===== config.mk =====
export PLATFORM = sky130hd
export DESIGN_NAME = led_pattern_gen
export DESIGN_NICKNAME = d
export VERILOG_FILES = /design/src/rtl/led_pattern_gen.sv
export SDC_FILE = /design/constraint.sdc
export NUM_CORES = 1
export LEC_CHECK = 0
export CAP_MARGIN = 20
export CORE_MARGIN = 5
export CORE_UTILIZATION = 48
export DETAILED_ROUTE_END_ITERATION = 12
export HOLD_SLACK_MARGIN = 0.05
export PLACE_DENSITY = 0.77
export SYNTH_ARGS = -nofsm -noshare
export SYNTH_HDL_FRONTEND = slang
export SYNTH_SLANG_ARGS = --single-unit

===== constraint.sdc =====
create_clock -name clk -period 3.2 [get_ports clk]
set_clock_uncertainty 0.1 [all_clocks]
set_input_delay 0.64 -clock clk [delete_from_list [all_inputs] [get_ports clk]]
set_output_delay 0.64 -clock clk [all_outputs]
set_load 0.02 [all_outputs]

===== src/rtl/led_pattern_gen.sv =====
// LED pattern generator: prescaled stepper driving up/down count, chase and bounce patterns.
// State table (bounce direction): DIR_LEFT | pattern shifts toward MSB ; DIR_RIGHT | pattern shifts toward LSB
module led_pattern_gen #(
    parameter int WIDTH = 8,
    parameter int DIV_W = 16
) (
    input  logic             clk,
    input  logic             rst,
    input  logic             en,
    input  logic [DIV_W-1:0] div,
    input  logic [1:0]       mode,
    input  logic             load,
    input  logic [WIDTH-1:0] load_val,
    output logic [WIDTH-1:0] led,
    output logic             tick,
    output logic             wrap
);

    typedef enum logic {
        DIR_LEFT  = 1'b0,
        DIR_RIGHT = 1'b1
    } dir_e;

    localparam logic [WIDTH-1:0] ALL_ONES = '1;
    localparam logic [WIDTH-1:0] ONE      = WIDTH'(1);

    logic [DIV_W-1:0] cnt_q;
    logic [WIDTH-1:0] led_q;
    logic             tick_q;
    logic             wrap_q;
    dir_e             dir_q;

    logic             step;
    logic             onehot;
    logic [WIDTH-1:0] led_d;
    dir_e             dir_d;
    logic             wrap_d;

    // >= rather than == so shrinking div mid-period steps immediately instead of wrapping cnt
    assign step   = en && (cnt_q >= div);
    assign onehot = (led_q != '0) && ((led_q & (led_q - ONE)) == '0);

    always_comb begin
        led_d  = led_q;
        dir_d  = dir_q;
        wrap_d = 1'b0;
        case (mode)
            2'b00: begin
                led_d  = led_q + ONE;
                wrap_d = (led_q == ALL_ONES);
            end
            2'b01: begin
                led_d  = led_q - ONE;
                wrap_d = (led_q == '0);
            end
            2'b10: begin
                if (led_q == '0) begin
                    led_d = ONE;
                end else begin
                    led_d  = {led_q[WIDTH-2:0], led_q[WIDTH-1]};
                    wrap_d = led_q[WIDTH-1];
                end
            end
            default: begin
                if (!onehot) begin
                    led_d = ONE;
                    dir_d = DIR_LEFT;
                end else if (dir_q == DIR_LEFT) begin
                    led_d = led_q << 1;
                    if (led_d[WIDTH-1]) begin
                        dir_d  = DIR_RIGHT;
                        wrap_d = 1'b1;
                    end
                end else begin
                    led_d = led_q >> 1;
                    if (led_d[0]) begin
                        dir_d  = DIR_LEFT;
                        wrap_d = 1'b1;
                    end
                end
            end
        endcase
    end

    always_ff @(posedge clk) begin
        if (rst) begin
            cnt_q  <= '0;
            led_q  <= '0;
            tick_q <= 1'b0;
            wrap_q <= 1'b0;
            dir_q  <= DIR_LEFT;
        end else if (load) begin
            cnt_q  <= '0;
            led_q  <= load_val;
            tick_q <= 1'b0;
            wrap_q <= 1'b0;
            dir_q  <= DIR_LEFT;
        end else if (step) begin
            cnt_q  <= '0;
            led_q  <= led_d;
            tick_q <= 1'b1;
            wrap_q <= wrap_d;
            dir_q  <= dir_d;
        end else begin
            tick_q <= 1'b0;
            wrap_q <= 1'b0;
            if (en) begin
                cnt_q <= cnt_q + DIV_W'(1);
            end
        end
    end

    assign led  = led_q;
    assign tick = tick_q;
    assign wrap = wrap_q;

endmodule


==> flow_summary.ini <==
[die]
die-area_um2 = 5980
rows = 24
initial_core_util_pct = 49.6
die_h_um = 77.3
fp.dieW_um = 77.3
core_um2 = 4380
ios = 40

[global_routing]
grt_max_degree = 17
grt_pass1_wl_um = 9920
grt_overflow = 0
grt_usage_pct = 19.8
grt_pass1_vias = 2145
antenna_found_initial = 0

[logic_synthesis]
synthesis.nets = 340
synth_area_per_cell_um2 = 7.63
synthTopCellsByArea = dfxtp_1, ha_1, nor2_1
synth_common_cells = nor2_1, dfxtp_1, inv_1, ha_1, nand2_1
yosysSeqAreaShare_pct = 24.9
synthArstFlopShare_pct = 0
synth_top_area_cell = dfxtp_1
synth_top_flop_cell = dfxtp_1
synth.top_cell.area_share_pct = 24.9
ys_warn_count = 0
ys_ff_latch = 27
synth-edff-count = 0
syn_area_um2 = 2170
ys_types = 48
syn_inst = 285
yosysMostFrequentCell = nor2_1

[clock_network]
htreeDepth = 1
cts-buffers-inserted = 3
clk_path_buf_depth = 2
clockRootBuffer = clkbuf_8
clk_pin_slew_ps = 90
clock_latency_ps = 270
cts.sinks = 27
cts_tree = built
postCtsSetupRepairBufs = 0

[cells_and_area]
regArea_um2 = 543
area_growth_pct = 30.7
diodes = 0
multi_input_area_um2 = 1500
fill_cells = 395
layout.nets = 394
drive_above_1_share_pct = 12.7
final_cell_area_um2 = 2840

[drt]
vias = 2212
wirelength_um = 6020
first_iter_violations = 155
via_per_inst = 5.67
drc = 0
antenna_left = 0
wl_per_cell_um = 15.4
drt_first_pass_iters = 5

[power]
p_clk_share_pct = 24.2
pwr-share-seq_pct = 45.1
powerDensity_nw_per_um2 = 276
irDropWorstVdd_mv = 0.226
p_sw_share_pct = 29.5
intPower_mw = 0.553
leakage_nw = 1.21
power_mw = 0.785
p_switching_mw = 0.232
p_comb_share_pct = 30.7

[timing]
period_minus_slack_ps = 3100
fin_crit_sh_pct = 96.9
worst_slew_margin_rel_pct = 69.4
clock.fmax_mhz = 323
worstMarginPinSlew_ps = 457
setup_tns_ps = 0
setup_viol = 0
final-hold-violation-count = 0
drv_slew = 0

[setup_path]
r2r-start = led[1]
required_ps = 3280
startpoint_type = register
critPathCaptureType = register
reg2reg_to = led[7]
worstSetupPathType = reg -> reg
worstPathMaxFanout = 6
reg2reg_slack_ps = 100
worstPathArrival_ps = 3180
ff2ff_path_depth = 9

[placed_design]
port_buffers = 39
post_dp_cell_area_um2 = 2770
dp_hpwl_um = 4620
gp_congestion = 0.916

[worst_hold_path]
min_path_type = reg -> reg
worstHoldStart = led[1]
min_to = led[1]
min_path_cells = 2

[job]
max_cap_violations = 0

[outcome]
status = finished, final reports clean
==> power groups by stage <==
stage | logic [mW] | registers (mW) | clock network, mW
final | 0.241 | 0.354 | 0.190
after global routing | 0.263 | 0.355 | 0.209
after CTS | 0.236 | 0.353 | 0.196
after detailed placement | 0.234 | 0.360 | 0
after global placement | 0.228 | 0.361 | 0
after floorplan | 0.118 | 0.367 | 0
==> flip-flops by register name, indices dropped and copies added (netlist names) <==
name,cells
cnt_q,16
led,8
dir_q,1
tick,1
wrap,1
==> per-layer routing <==
metal  wire length (µm)  part of all wire, %  vias to the layer above  GRT usage, %
li1                   -                    -                     1101             -
met1               2750                   46                     1034          26.5
met2               2860                   48                       69          32.5
met3                352                  5.8                        8          4.10
met4                 59                 0.98                        0          4.47
met5                  0                    0                        -             0
==> worst max path at each step <==
stage	slack, ps	cells past startpoint	start	end
finish	100	9	led[1]	led[7]
global route	-4	10	div[14]	led[2]
CTS	60	11	led[1]	led[2]
detailed placement	-190	10	div[14]	led[2]
global placement	-70	10	div[14]	led[2]
floorplan	70	10	led[3]	led[0]
==> worst max-delay path: stages (launching register included) <==
cell,delay [ps]
dfxtp_2,370
or3_4,390
or3_1,320
ha_1,200
or3_1,370
a211oi_4,360
buf_4,190
a31oi_1,90
or3_1,360
a311oi_1,260
==> logic make-up after synthesis <==
kind of cell    Yosys count  share of synthesized area (%)
compound gates           61                           18.5
xor+xnor                 20                           8.06
fa+ha+maj                25                           14.4
buf+inv                  42                           7.60
flops                    27                           24.9
mux                       6                           2.88
simple gates            104                           23.8
==> placed cells by master, fill, tap and decap left out, types with 2 or more instances in the layout <==
cell type / n
dfxtp_2: 2
o31a_1: 2
ha_1: 25
buf_4: 24
o22ai_1: 2
xor2_1: 12
o211ai_1: 3
mux2_2: 2
and4_1: 3
nor2_1: 31
a31oi_1: 4
a221oi_1: 2
nand2_1: 25
nor3_1: 3
and3_1: 3
nor2b_1: 3
dfxtp_1: 25
xnor2_1: 8
a21o_1: 2
or4_1: 3
clkdlybuf4s50_1: 39
clkbuf_8: 3
nand2b_1: 3
nand3_1: 10
a21oi_1: 17
a211oi_1: 2
a311oi_1: 4
nand4_1: 7
mux2i_1: 4
inv_1: 27
o21ai_0: 13
or3_1: 4
==> what timing repair did <==
action / CTS / global route
resized for setup: 0 / 6
setup endpoints to repair: 0 / 7
hold buffers: 0 / 0
==> area by class of cell <==
| cell class | instances | area share (%) |
|---|---|---|
| tap | 52 | 2.29 |
| sequential | 27 | 19.1 |
| multi-input combinational | 216 | 52.6 |
| timing repair buffer | 64 | 20.8 |
| inverter | 27 | 3.57 |
| clock inverter | 1 | 0.176 |
| clock buffer | 3 | 1.45 |
==> metrics by stage <==
| stage | worst slack [ps] | hold slack (ps) | instances | utilization, % |
|---|---|---|---|---|
| 2_1_floorplan | 66.2 | 383 | 285 | - |
| 3_3_place_gp | -72.2 | 409 | 386 | 63.2 |
| 3_5_place_dp | -187 | 425 | 386 | 63.2 |
| 4_1_cts | 58.2 | 448 | 390 | 64.3 |
| 5_1_grt | -4.02 | 465 | 390 | 64.8 |
| 6_report | 100 | 438 | 390 | 64.8 |
No activity file was read; power rests on OpenSTA's default activity.
